===== src/rtl/bbc_csr_boot_host.sv =====
// bbc_csr_boot_host: boot-time CSR writer plus display-write LED capture.
// Latency: one request per table entry, valid rises one cycle after ISSUE is entered; LEDs update one edge after a display write.
// Backpressure: each request is held stable until csr_response__ack or an ACK_TIMEOUT-cycle timeout.
//
// Ports:
//   clk, reset                      clock and asynchronous active-high reset
//   start                           reruns the boot table (only honoured in DONE)
//   boot_table__select/address/data packed table, entry i at [W*i +: W]
//   csr_request__*                  registered CSR request bus
//   csr_response__*                 ack and read-data return
//   display_sram_write__*           display write strobe and data
//   leds, activity_led              captured LED bank and stretched activity indicator
//   boot_done, boot_error           sequencer status (error is sticky per run)
//
// Optional feature: define BBC_CSR_BOOT_HOST_READBACK_EN to read back and
// compare every entry after its write is acknowledged.

module bbc_csr_boot_host #(
   parameter int NUM_WRITES     = 4,
   parameter int LED_WIDTH      = 8,
   parameter int ACK_TIMEOUT    = 255,
   parameter int STRETCH_CYCLES = 1023
) (
   input  logic                      clk,
   input  logic                      reset,
   input  logic                      start,
   input  logic [16*NUM_WRITES-1:0]  boot_table__select,
   input  logic [16*NUM_WRITES-1:0]  boot_table__address,
   input  logic [32*NUM_WRITES-1:0]  boot_table__data,
   output logic                      csr_request__valid,
   output logic                      csr_request__read_not_write,
   output logic [15:0]               csr_request__select,
   output logic [15:0]               csr_request__address,
   output logic [31:0]               csr_request__data,
   input  logic                      csr_response__ack,
   input  logic                      csr_response__read_data_valid,
   input  logic [31:0]               csr_response__read_data,
   input  logic                      display_sram_write__enable,
   input  logic [47:0]               display_sram_write__data,
   output logic [LED_WIDTH-1:0]      leds,
   output logic                      activity_led,
   output logic                      boot_done,
   output logic                      boot_error
);

   localparam int IDX_W = (NUM_WRITES > 1) ? $clog2(NUM_WRITES) : 1;
   localparam int STR_W = (STRETCH_CYCLES > 0) ? $clog2(STRETCH_CYCLES + 1) : 1;
   localparam logic [IDX_W-1:0] LAST_IDX     = IDX_W'(NUM_WRITES - 1);
   localparam logic [16:0]      TIMEOUT_VAL  = 17'(ACK_TIMEOUT);
   localparam logic [STR_W-1:0] STRETCH_LOAD = STR_W'(STRETCH_CYCLES);

   typedef enum logic [2:0] {
      ST_ISSUE      = 3'd0,
      ST_WAIT_ACK   = 3'd1,
      ST_DONE       = 3'd2
`ifdef BBC_CSR_BOOT_HOST_READBACK_EN
      ,
      ST_READ_ISSUE = 3'd3,
      ST_READ_WAIT  = 3'd4
`endif
   } state_t;

   state_t           state_q, state_d;
   logic [IDX_W-1:0] index_q, index_d;
   logic [15:0]      timer_q, timer_d;
   logic             vld_q, vld_d;
   logic [15:0]      sel_q, sel_d;
   logic [15:0]      addr_q, addr_d;
   logic [31:0]      dat_q, dat_d;
   logic             err_q, err_d;
`ifdef BBC_CSR_BOOT_HOST_READBACK_EN
   logic             rnw_q, rnw_d;
   logic             ack_seen_q, ack_seen_d;
   logic             got_ack;
`endif

   logic [15:0] ent_sel;
   logic [15:0] ent_addr;
   logic [31:0] ent_dat;
   logic [16:0] timer_inc;
   logic [15:0] timer_sat;
   logic        timeout;
   logic        acked;
   logic        advance;

   assign ent_sel  = boot_table__select[16*int'(index_q) +: 16];
   assign ent_addr = boot_table__address[16*int'(index_q) +: 16];
   assign ent_dat  = boot_table__data[32*int'(index_q) +: 32];

   // Timer counts cycles already waited; the timeout fires on the cycle in
   // which the count would reach ACK_TIMEOUT, so valid is held exactly
   // ACK_TIMEOUT cycles. The 16-bit count saturates rather than wrapping.
   assign timer_inc = {1'b0, timer_q} + 17'd1;
   assign timer_sat = (timer_q == 16'hFFFF) ? timer_q : timer_inc[15:0];
   assign timeout   = (timer_inc >= TIMEOUT_VAL);
   // Acks are only meaningful while a request is actually presented.
   assign acked     = vld_q && csr_response__ack;

   always_comb begin
      state_d = state_q;
      index_d = index_q;
      timer_d = timer_q;
      vld_d   = vld_q;
      sel_d   = sel_q;
      addr_d  = addr_q;
      dat_d   = dat_q;
      err_d   = err_q;
      advance = 1'b0;
`ifdef BBC_CSR_BOOT_HOST_READBACK_EN
      rnw_d      = rnw_q;
      ack_seen_d = ack_seen_q;
      got_ack    = 1'b0;
`endif
      case (state_q)
         ST_ISSUE: begin
            vld_d   = 1'b1;
            sel_d   = ent_sel;
            addr_d  = ent_addr;
            dat_d   = ent_dat;
            timer_d = 16'd0;
            state_d = ST_WAIT_ACK;
`ifdef BBC_CSR_BOOT_HOST_READBACK_EN
            rnw_d   = 1'b0;
`endif
         end
         ST_WAIT_ACK: begin
            timer_d = timer_sat;
            // Ack is tested first so an ack on the timeout cycle wins.
            if (acked) begin
               vld_d = 1'b0;
`ifdef BBC_CSR_BOOT_HOST_READBACK_EN
               state_d = ST_READ_ISSUE;
`else
               advance = 1'b1;
`endif
            end else if (timeout) begin
               vld_d   = 1'b0;
               err_d   = 1'b1;
               advance = 1'b1;
            end
         end
         ST_DONE: begin
            vld_d = 1'b0;
            if (start) begin
               err_d   = 1'b0;
               index_d = '0;
               state_d = ST_ISSUE;
            end
         end
`ifdef BBC_CSR_BOOT_HOST_READBACK_EN
         ST_READ_ISSUE: begin
            // Select and address are still held from the write.
            vld_d      = 1'b1;
            rnw_d      = 1'b1;
            dat_d      = 32'd0;
            timer_d    = 16'd0;
            ack_seen_d = 1'b0;
            state_d    = ST_READ_WAIT;
         end
         ST_READ_WAIT: begin
            timer_d = timer_sat;
            if (acked) begin
               vld_d      = 1'b0;
               ack_seen_d = 1'b1;
            end
            got_ack = ack_seen_q || acked;
            if (got_ack && csr_response__read_data_valid) begin
               if (csr_response__read_data != ent_dat) err_d = 1'b1;
               vld_d   = 1'b0;
               advance = 1'b1;
            end else if (timeout) begin
               err_d   = 1'b1;
               vld_d   = 1'b0;
               advance = 1'b1;
            end
         end
`endif
         default: begin
            vld_d   = 1'b0;
            state_d = ST_ISSUE;
         end
      endcase

      if (advance) begin
`ifdef BBC_CSR_BOOT_HOST_READBACK_EN
         rnw_d = 1'b0;
`endif
         if (index_q == LAST_IDX) begin
            state_d = ST_DONE;
         end else begin
            index_d = index_q + IDX_W'(1);
            state_d = ST_ISSUE;
         end
      end
   end

   always_ff @(posedge clk or posedge reset) begin
      if (reset) begin
         state_q <= ST_ISSUE;
         index_q <= '0;
         timer_q <= 16'd0;
         vld_q   <= 1'b0;
         sel_q   <= 16'd0;
         addr_q  <= 16'd0;
         dat_q   <= 32'd0;
         err_q   <= 1'b0;
      end else begin
         state_q <= state_d;
         index_q <= index_d;
         timer_q <= timer_d;
         vld_q   <= vld_d;
         sel_q   <= sel_d;
         addr_q  <= addr_d;
         dat_q   <= dat_d;
         err_q   <= err_d;
      end
   end

`ifdef BBC_CSR_BOOT_HOST_READBACK_EN
   always_ff @(posedge clk or posedge reset) begin
      if (reset) begin
         rnw_q      <= 1'b0;
         ack_seen_q <= 1'b0;
      end else begin
         rnw_q      <= rnw_d;
         ack_seen_q <= ack_seen_d;
      end
   end

   assign csr_request__read_not_write = rnw_q;
`else
   assign csr_request__read_not_write = 1'b0;

   logic unused_read_rsp;
   assign unused_read_rsp = ^{csr_response__read_data_valid, csr_response__read_data};
`endif

   assign csr_request__valid   = vld_q;
   assign csr_request__select  = sel_q;
   assign csr_request__address = addr_q;
   assign csr_request__data    = dat_q;
   assign boot_done            = (state_q == ST_DONE);
   assign boot_error           = err_q;

   // LED capture and activity stretcher, independent of the sequencer.
   logic [LED_WIDTH-1:0] leds_q;
   logic [STR_W-1:0]     str_q;

   always_ff @(posedge clk or posedge reset) begin
      if (reset) begin
         leds_q <= '0;
         str_q  <= '0;
      end else if (display_sram_write__enable) begin
         leds_q <= display_sram_write__data[LED_WIDTH-1:0];
         str_q  <= STRETCH_LOAD;
      end else if (str_q != '0) begin
         str_q <= str_q - STR_W'(1);
      end
   end

   assign leds         = leds_q;
   assign activity_led = (str_q != '0);

   // Bits above LED_WIDTH are intentionally discarded.
   logic unused_disp_bits;
   assign unused_disp_bits = ^display_sram_write__data;

endmodule


===== config.mk =====
export PLATFORM = sky130hd
export DESIGN_NAME = bbc_csr_boot_host
export DESIGN_NICKNAME = d
export VERILOG_FILES = /design/src/rtl/bbc_csr_boot_host.sv
export SDC_FILE = /design/constraint.sdc
export NUM_CORES = 1
export LEC_CHECK = 0
export BUFFER_PORTS_ARGS = -buffer_cell sky130_fd_sc_hd__buf_2
export CORE_AREA = 2 2 165 167
export DETAILED_ROUTE_END_ITERATION = 7
export DIE_AREA = 0 0 167 169
export GPL_ROUTABILITY_DRIVEN = 0
export RECOVER_POWER = 25
export REMOVE_ABC_BUFFERS = 1
export SLEW_MARGIN = 20
export SYNTH_ARGS = -nofsm -noshare
export SYNTH_HDL_FRONTEND = slang
export SYNTH_SLANG_ARGS = --single-unit

===== constraint.sdc =====
create_clock -name clk -period 3.05 [get_ports clk]
set_input_delay 0.305 -clock clk [delete_from_list [all_inputs] [get_ports clk]]
set_output_delay 0.305 -clock clk [all_outputs]
set_load 0.05 [all_outputs]

## Word-level counts from Yosys, hierarchy flattened

Cells that the tools add are included.

- Bits in registers: 105
- Bits of input ports: 342
- Logic and storage cells: 59

- $add $sub $neg: 3
- Magnitude comparators: 1
- Equality and inequality tests: 11
- Shift-type cells: 3
- Mux-type cells: 22
- Reduce and logical (&&, ||, !) cells: 9

Operator list:

| operator | count |
|---|---|
| 128-bit by 8-bit indexed part select with 32-bit output | 1 |
| 64-bit by 7-bit indexed part select with 16-bit output | 2 |
| 16-bit one-hot mux with 2 select lines | 1 |
| 10-bit two-way mux | 2 |
| 16-bit by 1-bit adder with 17-bit output, second input constant | 1 |
| 17-bit by 8-bit >= comparator with 1-bit output, second input constant | 1 |
| 16-bit == test, second input constant | 1 |
| 16-bit two-way mux | 1 |
| 2-bit two-way mux | 5 |
| 2-bit inequality test, second input constant | 5 |
| 10-bit nonzero test | 1 |
| 10-bit by 1-bit subtractor with 10-bit output, second input constant | 1 |
| 3-bit one-hot mux with 3 select lines | 1 |
| 1-bit two-way mux | 8 |
| 3-bit two-way mux | 2 |
| 2-bit nonzero test | 3 |
| 1-bit one-hot mux with 2 select lines | 2 |
| 2-bit AND reduction | 2 |
| 4-bit AND reduction | 1 |
| 3-bit by 1-bit == test with 1-bit output, second input constant | 1 |
| 3-bit by 2-bit == test with 1-bit output, second input constant | 1 |
| 3-bit zero test | 1 |
| 3-bit by 2-bit inequality test with 1-bit output, second input constant | 1 |
| 3-bit inequality test, second input constant | 1 |
| 3 further kinds | 3 |

## Depth between registers and ports, before layout

Gate-level depths: netlist of the first run.

- Word-level depth: 7
- Gate-level depth with buffers: 9
- Mapped depth without buffers: 8

## Worst setup path after synthesis of the first run

OpenSTA, ideal clock, no wires.

- Path type: flip-flop to flip-flop
- Start point: reg timer_q[0]
- End point: reg index_q[1]
- Arrival time: 2.149 ns
- Slack: 0.770 ns
- Stages on the path, launching flop included: 9
- Buffers on the path: 0
- Period minus slack after synthesis: 2.280 ns
- Cells stage by stage: dfrtp_1 ha_1 nand4_2 nor4_2 nand4_1 a22o_4 o31ai_4 mux2i_1 o21ai_1

- Word-level cells in the longest chain between the ends: 6

Ends and longest elaborated chain:

| element | RTL line | source |
|---|---|---|
| start, declared | 65 | `logic [15:0] timer_q, timer_d;` |
| start signal, assigned | 210 | `timer_q <= timer_d;` |
| 16-bit by 1-bit adder with 17-bit output | 93 | `assign timer_inc = {1'b0, timer_q} + 17'd1;` |
| 17-bit by 8-bit >= comparator with 1-bit output | 95 | `assign timeout = (timer_inc >= TIMEOUT_VAL);` |
| 1-bit two-way mux | 136 | `end else if (timeout) begin` |
| 1-bit two-way mux | 129 | `if (acked) begin` |
| 1-bit two-way mux | 114 | `case (state_q)` |
| 2-bit two-way mux | 184 | `if (advance) begin` |
| via index_d[1] | 64 | `logic [IDX_W-1:0] index_q, index_d;` |
| end signal, assigned | 209 | `index_q <= index_d;` |
| end, declared | 64 |  |

The timed path passes the listed nets, and every way through them passes these cells.
A chain may end at the register's enable or synchronous reset.

## Final worst setup path of the first run

- Start point: reg timer_q[0]
- End point: reg timer_q[13]

- Word-level cells in the longest chain between the ends: 3
- Elaborated cells on any way between the ends: 6
- Classes of those cells: add/sub: 1; eq/ne: 2; mux: 2; reduce/logical: 1

Ends and longest elaborated chain:

| element | RTL line |
|---|---|
| 16-bit by 1-bit adder with 17-bit output / 16-bit == test (equally long branches) | 93, 94 |
| 16-bit two-way mux / 2-bit inequality test (equally long branches) | n/a |
| 16-bit one-hot mux with 2 select lines / 2-bit AND reduction (equally long branches) | n/a |

Several ways; a longest one is shown, not always the timed one. The select of a mux whose other input is x is not followed.

==> flow_summary.ini, run 1 <==
[pwr]
powerDensity_nw_per_um2 = 962
leakagePower_nw = 3.84
ir_drop_v = 0.000541

[yosys]
synthTopCellsByArea = dfrtp_1 42%, mux4_2 23%, mux2_2 13%
synth_most_common_cell = dfrtp_1
synth_flop_cell = dfrtp_1
synth.distinct_cells = 57
syn_area_um2 = 6170
yosysTopAreaCellShare_pct = 42.2
yosysSeqAreaShare_pct = 42.2
synth_common_cells = 104 x dfrtp_1, 72 x mux2_2, 64 x mux4_2
synth-warning-count = 0
synth_cells = 467
synth_edf_count = 0
async_flop_share_pct = 100
synth_area_per_cell_um2 = 13.2
synth_seq_cells = 104
synth_top_area_cell = dfrtp_1

[clocking]
insertion_delay_ns = 0.35
cts_tree = built
cts_setup_buffers = 0
cts_made_buffers = 9
cts_root_buffer = clkbuf_16
htreeDepth = 3
numClockSinks = 104
clk_pin_slew_ns = 0.08
holdBufCountCts = 0
cts_max_path_buffers = 2
cts_resized = 0

[timing]
fin_tns_setup_ns = 0
slew_headroom_pct = -40.2
fin_ws_ns = 0.411
setup_viol = 0
worst_slew_pin_slew_ns = 2.10
fin_crit_sh_pct = 86.5
hold_violations = 0
period_needed_ns = 2.64
rsz0062_at_grt = false
drv_slew = 55
finClkSkew_ns = 0.0138
fmax_mhz = 379

[floorplan]
fp.dieArea_um2 = 28200
die_h_um = 169
fp.dieW_um = 167
ios = 419
fp-row-count = 60
core_um2 = 26500
start_util_pct = 23.3

[final_layout]
fin_util_pct = 32.4
stdcell_count = 1144
areaGrowthSynthToFinish_pct = 39.1
final_area_um2 = 8580
final_nets = 1143
drive_gt1_share_pct = 64.8

[worst_setup_path]
cp-startpoint = timer_q[0]
worstSetupStartpointType = flip-flop
timing.rr.start = timer_q[0]
critPathKind = reg -> reg
crit_slowest_cell = nand2_1
r2r_cells = 8
critical_path.max_fanout = 16
crit_arrival_ns = 2.86
r2r_end = timer_q[13]
required_ns = 3.27
cp_common_cell = a21oi_1
crit_end = timer_q[13]
end_kind = flip-flop
r2r_slack_ns = 0.41
slowest_delay_ns = 0.50
worstPathCellList = ha_1, nand4_2, nor3_1, a21oi_1, nand2_1, a21oi_1, o21ai_0, o31ai_1

[drt]
drt-total-wl_um = 18500
first_pass_iters = 4
vias = 5306
routedWlPerCell_um = 16.2
drc = 0
detail-route-antenna-nets = 0
drt_iter0_markers = 271
viasPerCell = 4.64

[global_routing]
grt_antenna_before_repair = 2
overflow = 0
grt_pass1_vias = 5504
grt_max_degree = 65
grt_pass1_wl_um = 29600
grt_use_total_pct = 13.2

[status]
status = complete, but fails checks
failed_checks = max-capacitance violations, max-slew violations

[placed_design]
postPlaceCellArea_um2 = 8290
io_buffers = 344
pre_cts_ws_ns = 0.440
dp_hpwl_um = 14700
place_inst = 1127

[flow_run]
drv_cap = 1

[worst_hold_path]
hp-class = in -> reg
[critical path: cells and delay by family (launching register included)]
family | cells | cell delay (ns)
DFF | 1 | 0.44
and+or+nand+nor | 3 | 1.10
AOI/OAI and AO/OA | 4 | 0.62
adders and majority gates | 1 | 0.35
[stage by stage]
| step | power, W | hold WS [ns] |
|---|---|---|
| 6_report | 0.00826 | 0.179 |
| 5_1_grt | 0.00876 | 0.166 |
| 4_1_cts | 0.00842 | 0.0662 |
| 3_5_place_dp | 0.00718 | 0.464 |
| 3_3_place_gp | 0.00711 | 0.457 |
| 2_1_floorplan | 0.00602 | 0.410 |
[worst min-delay path by stage]
stage	start	end	cells past startpoint
finish	display_sram_write__data[2]	leds[2]	2
global route	display_sram_write__data[2]	leds[2]	2
CTS	reset	leds[5]	2
detailed placement	reset	leds[5]	2
global placement	reset	leds[5]	2
floorplan	display_sram_write__enable	str_q[9]	2
[layout make-up]
| class | instances | area [um2] |
|---|---|---|
| well taps | 341 | 427 |
| flip-flops and latches | 104 | 2610 |
| clock inverters | 7 | 68.8 |
| repair buffers | 352 | 1820 |
| fillers | 2694 | 17900 |
| clock buffers | 9 | 225 |
| inverters | 13 | 48.8 |
| diodes | 1 | 2.50 |
| multi-input cells | 317 | 3380 |
[cells by family after synthesis]
group | synth area share (%)
compound gates | 6.82
mux | 37.0
fa+ha+maj | 0.812
buf+inv | 3.08
flops | 42.2
other cells | 0.0608
xor+xnor | 1.14
simple gates | 8.89
[power by group]
group	internal (W)	switching [W]
combinational	0.00189	0.00295
sequential	0.00190	0.000329
clock	0.000583	0.000599
[registers in the layout, indices dropped and copies added, names as in the netlist]
register and count:
leds 8, state_q 2, str_q 10, csr_request__address 16
csr_request__valid 1, boot_error 1, timer_q 16, csr_request__data 32
csr_request__select 16, index_q 2
[cells in the final DEF (no fill, tap or decap), types with 3 or more instances in the layout]
| cell | count |
|---|---|
| xnor2_1 | 6 |
| o31ai_1 | 7 |
| nor4_1 | 3 |
| nand2_1 | 29 |
| and3_1 | 7 |
| inv_1 | 12 |
| ha_1 | 4 |
| buf_2 | 344 |
| nand3_1 | 12 |
| dfrtp_1 | 102 |
| o21ai_0 | 21 |
| o21ai_1 | 3 |
| nor3_1 | 5 |
| buf_4 | 5 |
| buf_12 | 3 |
| mux4_2 | 64 |
| mux2_2 | 72 |
| mux2i_1 | 3 |
| nor2_1 | 23 |
| a21oi_1 | 14 |
| clkbuf_16 | 9 |
[routing by layer]
layer	track usage, %	wire, um	up-vias
li1	-	-	2475
met1	15.7	7450	2583
met2	23.4	9350	221
met3	3.95	1440	23
met4	3.37	264	4
met5	0	27	-
Power figures use the tool's default switching activity.
==> run 2: changes to the inputs <==
Settings changed: CORE_AREA 2 2 165 167 to 2 2 162 164, DIE_AREA 0 0 167 169 to 0 0 164 166.
Clock period 3.05 ns to 3 ns, I/O delays scaled along.
==> run 2 against run 1 <==
  * The run still ends with max-capacitance violations, max-slew violations left
  * Final cell count down 0.17%
  * Clock-buffer cell count did not move
  * Critical path depth stayed put
  * Critical endpoint is now state_q[1]
  * Largest power group unchanged
==> flow_summary.ini, run 2 (same netlist as run 1, synthesis figures left out) <==
[worst_hold_path]
hp-class = in -> async

[timing]
slew_headroom_pct = -26.2
hold_violations = 0
setup_viol = 0
drv_slew = 36
finClkSkew_ns = 0.00738
fin_crit_sh_pct = 86.9
fmax_mhz = 384
hold_ws_ns = 0.0565
period_needed_ns = 2.61
worst_slew_pin_slew_ns = 1.89
fin_ws_ns = 0.394
rsz0062_at_grt = false

[placed_design]
postPlaceCellArea_um2 = 8300
io_buffers = 344
pre_cts_ws_ns = 0.330
dp_hpwl_um = 14800

[worst_setup_path]
crit_arrival_ns = 2.85
slowest_delay_ns = 0.46
cp-startpoint = timer_q[0]
worstSetupStartpointType = flip-flop
critical_path.max_fanout = 7
required_ns = 3.24
timing.rr.start = timer_q[0]
crit_slowest_cell = nor4_2
critPathKind = reg -> reg
end_kind = flip-flop
worstPathCellList = ha_1, nand4_2, nor4_2, nand4_1, a22o_4, nor3_2, nor2_1, a32o_1

[drt]
routedWlPerCell_um = 16.6
wl_met1_um = 7880
dr_wl_met2_um = 9380
viasPerCell = 4.68
dr.max_layer_used = met4
drc = 0
first_pass_iters = 4
wl_met3_um = 1230
vias = 5348
detail-route-antenna-nets = 0
drt-total-wl_um = 18900
drt_iter0_markers = 188

[pwr]
switchingPower_w = 0.00391
sw_frac_of_total_pct = 46.4
powerDensity_nw_per_um2 = 982
p_comb_share_pct = 57.8
seqPwrFrac_pct = 28.0
ir_drop_v = 0.000497
power_w = 0.00843
power.internal_w = 0.00451
clockPowerShare_pct = 14.2
leakagePower_nw = 3.85

[status]
failed_checks = max-capacitance violations, max-slew violations
status = complete, but fails checks

[final_layout]
drive_gt1_share_pct = 65.1
largest_reg_flops = 32
area.sequential_um2 = 2610
areaGrowthSynthToFinish_pct = 39.2
layout_commonest_cell = buf_2
fillCellCount = 2619
antenna_cells = 0
multi_input_area_um2 = 3380
final_nets = 1148
final_area_um2 = 8580
layout_common_cells = 343 x buf_2, 102 x dfrtp_1, 72 x mux2_2

[clocking]
htreeDepth = 3
cts_setup_buffers = 0
cts_root_buffer = clkbuf_16
cts_made_buffers = 9
cts_tree = built
insertion_delay_ns = 0.35
cts_max_path_buffers = 2
numClockSinks = 104
clk_pin_slew_ns = 0.07

[global_routing]
grt_use_total_pct = 13.7
grt_max_degree = 56
overflow = 0
grt_antenna_before_repair = 0
grt_pass1_vias = 5497
grt_pass1_wl_um = 29000

[floorplan]
ios = 419
fp.dieW_um = 164
fp-row-count = 59
fp.dieArea_um2 = 27200
core_um2 = 25600
start_util_pct = 24.1
die_h_um = 166

[flow_run]
drv_cap = 1
run 2: area by class of cell:
| class | instances | share of cell area [%] |
|---|---|---|
| clock buffers | 9 | 2.62 |
| clock inverters | 7 | 0.816 |
| inverters | 13 | 0.598 |
| multi-input cells | 317 | 39.4 |
| flip-flops and latches | 104 | 30.4 |
| well taps | 335 | 4.88 |
| repair buffers | 357 | 21.3 |
run 2: power groups by stage:
| stage | Clock, W | Combinational, W | Sequential [W] |
|---|---|---|---|
| finish | 0.00119 | 0.00487 | 0.00236 |
| global route | 0.00132 | 0.00516 | 0.00245 |
| CTS | 0.00127 | 0.00494 | 0.00237 |
| detailed placement | 0 | 0.00493 | 0.00240 |
| global placement | 0 | 0.00489 | 0.00237 |
| floorplan | 0 | 0.00197 | 0.00415 |
run 2: metrics by stage:
step,setup TNS [ns],utilization (%),cells
2_1_floorplan,-72.20,-,434
3_3_place_gp,0,32.4,1126
3_5_place_dp,0,32.4,1126
4_1_cts,0,33.6,1142
5_1_grt,0,33.5,1142
6_report,0,33.5,1142
run 2: final timing paths:
path,slack (ns),end,cells past startpoint
max in group asynchronous,0.73,csr_request__select[15],3
hold / removal,0.06,leds[5],2
min in group clk,0.18,leds[5],2
hold reg to reg,0.50,csr_request__select[1],1
setup reg to reg,0.39,state_q[1],8
setup / recovery,0.39,state_q[1],8
run 2: layer usage:
metal | vias up | global-route usage [%]
met5 | - | 0
met4 | 0 | 4.65
met3 | 30 | 2.57
met2 | 205 | 23.5
met1 | 2648 | 17.3
li1 | 2465 | -
run 2: critical path: cells and delay by family (launching register included):
family / cells / cell delay [ns]
AO/OA/AOI/OAI: 2 / 0.53
flip-flops: 1 / 0.44
adder cells (fa/ha/maj): 1 / 0.34
AND/OR/NAND/NOR: 5 / 1.19
run 2: what timing repair did:
item | CTS | global route
hold buffers | 0 | 0
resized for setup | 0 | 1
hold endpoints to repair | 0 | 0
endpoints found under the setup margin | 0 | 3
==> run 3: changes to the inputs <==
Settings changed: CORE_AREA 2 2 162 164 to 2 2 165 167, DIE_AREA 0 0 164 166 to 0 0 167 169, PLACE_DENSITY set to 0.63.
Clock period 3 ns to 2.15 ns, I/O delays scaled along.
==> run 3 against run 2 <==
  * The run ends with negative setup slack left
  * Total power increased by 44%
  * Global-route usage grew 0.19 points
  * Die area is 3.7% higher
  * Critical endpoint is now index_q[1]
  * Critical path type unchanged
  * Worst setup slack worse by 0.47 ns
  * Critical path depth rose by 1
  * Hold slack better by 0.034 ns
  * Final cell count rose by 4.5%
  * Flip-flop and latch count is the same
==> flow_summary.ini, run 3 (same netlist as run 1, synthesis figures left out) <==
[timing]
setup_viol = 4
period_needed_ns = 2.23
fin_ws_ns = -0.0788
fin_crit_sh_pct = 104
hold_violations = 0
slew_headroom_pct = 15.9
finClkSkew_ns = 0.0107
rsz0062_at_grt = true
hold_ws_ns = 0.0901
worst_slew_pin_slew_ns = 1.26
fmax_mhz = 449
drv_slew = 0

[floorplan]
ios = 419
die_h_um = 169
fp.dieArea_um2 = 28200
core_um2 = 26500
fp-row-count = 60
fp.dieW_um = 167
start_util_pct = 23.3

[final_layout]
final_area_um2 = 9140
largest_reg_flops = 32
layout_common_cells = 343 x buf_2, 99 x dfrtp_1, 72 x mux2_2
layout_commonest_cell = buf_2
final_nets = 1192
areaGrowthSynthToFinish_pct = 48.1
fillCellCount = 2644
drive_gt1_share_pct = 69.3

[drt]
viasPerCell = 4.64
routedWlPerCell_um = 16.3
first_pass_iters = 4
vias = 5531
detail-route-antenna-nets = 0
drt_iter0_markers = 393
drc = 0
drt-total-wl_um = 19500

[placed_design]
postPlaceCellArea_um2 = 8670
pre_cts_ws_ns = -0.129
dp_hpwl_um = 15600
io_buffers = 344

[pwr]
sw_frac_of_total_pct = 46.2
clockPowerShare_pct = 13.7
ir_drop_v = 0.000784
seqPwrFrac_pct = 26.0
powerDensity_nw_per_um2 = 1330
leakagePower_nw = 4.13
switchingPower_w = 0.00562
p_comb_share_pct = 60.4
power.internal_w = 0.00655

[clocking]
cts_max_path_buffers = 2
clk_pin_slew_ns = 0.08
cts_made_buffers = 9
cts_root_buffer = clkbuf_16
numClockSinks = 104
cts_tree = built
insertion_delay_ns = 0.36
htreeDepth = 3

[worst_setup_path]
crit_arrival_ns = 2.45
slowest_delay_ns = 0.43
crit_slowest_cell = dfrtp_1
required_ns = 2.37
r2r_slack_ns = -0.08
critical_path.max_fanout = 4
end_kind = flip-flop
worstSetupStartpointType = flip-flop
critPathKind = reg -> reg
worstPathCellList = ha_4, nand4_4, nor4_2, buf_4, or3_1, a22o_4, o31ai_4, mux2i_1, o21ai_1
cp_num_buf_inv = 1
cp_top_family = compound AO/OA/AOI/OAI gates

[worst_hold_path]
hp-class = in -> reg

[status]
status = complete, but fails checks
failed_checks = negative setup slack

[flow_run]
drv_cap = 0

[global_routing]
overflow = 0
grt_pass1_vias = 5768
grt_pass1_wl_um = 31000
grt_max_degree = 44
grt_antenna_before_repair = 0
grt_use_total_pct = 13.9
-- run 3: worst paths after layout --
path,startpoint,to,depth (start not counted)
min,display_sram_write__data[7],leds[7],2
max in group asynchronous,reset,timer_q[0],4
min reg2reg,csr_request__address[1],csr_request__address[1],1
min in group asynchronous,reset,leds[7],3
max,timer_q[1],index_q[1],9
max reg2reg,timer_q[1],index_q[1],9
-- run 3: repair_timing --
| action | CTS | global route |
|---|---|---|
| pin swaps | 8 | 8 |
| hold endpoints to repair | 28 | 0 |
| setup endpoints to repair | 17 | 18 |
| resized for setup | 16 | 14 |
| hold buffers | 1 | 0 |
| buffers inserted | 2 | 1 |
-- run 3: layer usage --
| metal | vias up | track usage (%) | routed length [um] |
|---|---|---|---|
| li1 | 2556 | - | - |
| met1 | 2722 | 18.3 | 8380 |
| met2 | 229 | 22.9 | 9370 |
| met3 | 24 | 3.11 | 1400 |
| met4 | 0 | 4.20 | 345 |
| met5 | - | 0 | 0 |
-- run 3: through the flow --
step                cells  TNS [ns]  util [%]  total power (W)
floorplan             434   -218.06         -          0.00846
global placement     1172    -0.830      32.7           0.0104
detailed placement   1172     -1.30      32.7           0.0105
CTS                  1191    -0.109      34.3           0.0123
global route         1192     -3.10      34.5           0.0129
finish               1193    -0.138      34.5           0.0122
-- run 3: layout make-up --
type,instances,area (um2),share of cell area (%)
Tap cell,341,427,4.67
Inverter,13,48.8,0.534
Sequential cell,104,2610,28.6
Clock inverter,5,46.3,0.507
Multi-Input combinational cell,317,3510,38.5
Clock buffer,11,253,2.77
Timing Repair Buffer,401,2230,24.4
Antenna cell,1,2.50,0.0274
-- run 3: power by group through the flow --
stage,combinational [W],clock [W],sequential [W]
2_1_floorplan,0.00269,0,0.00577
3_3_place_gp,0.00725,0,0.00315
3_5_place_dp,0.00732,0,0.00318
4_1_cts,0.00738,0.00174,0.00317
5_1_grt,0.00779,0.00182,0.00329
6_report,0.00734,0.00166,0.00316
-- run 3: worst register-to-register path, delay by kind of cell (launching register included) --
family                     cells  cell delay (ns)
AOI/OAI and AO/OA              3             0.63
and+or+nand+nor                3             0.47
DFF                            1             0.43
muxes                          1             0.22
adders and majority gates      1             0.20
buffers and inverters          1             0.14
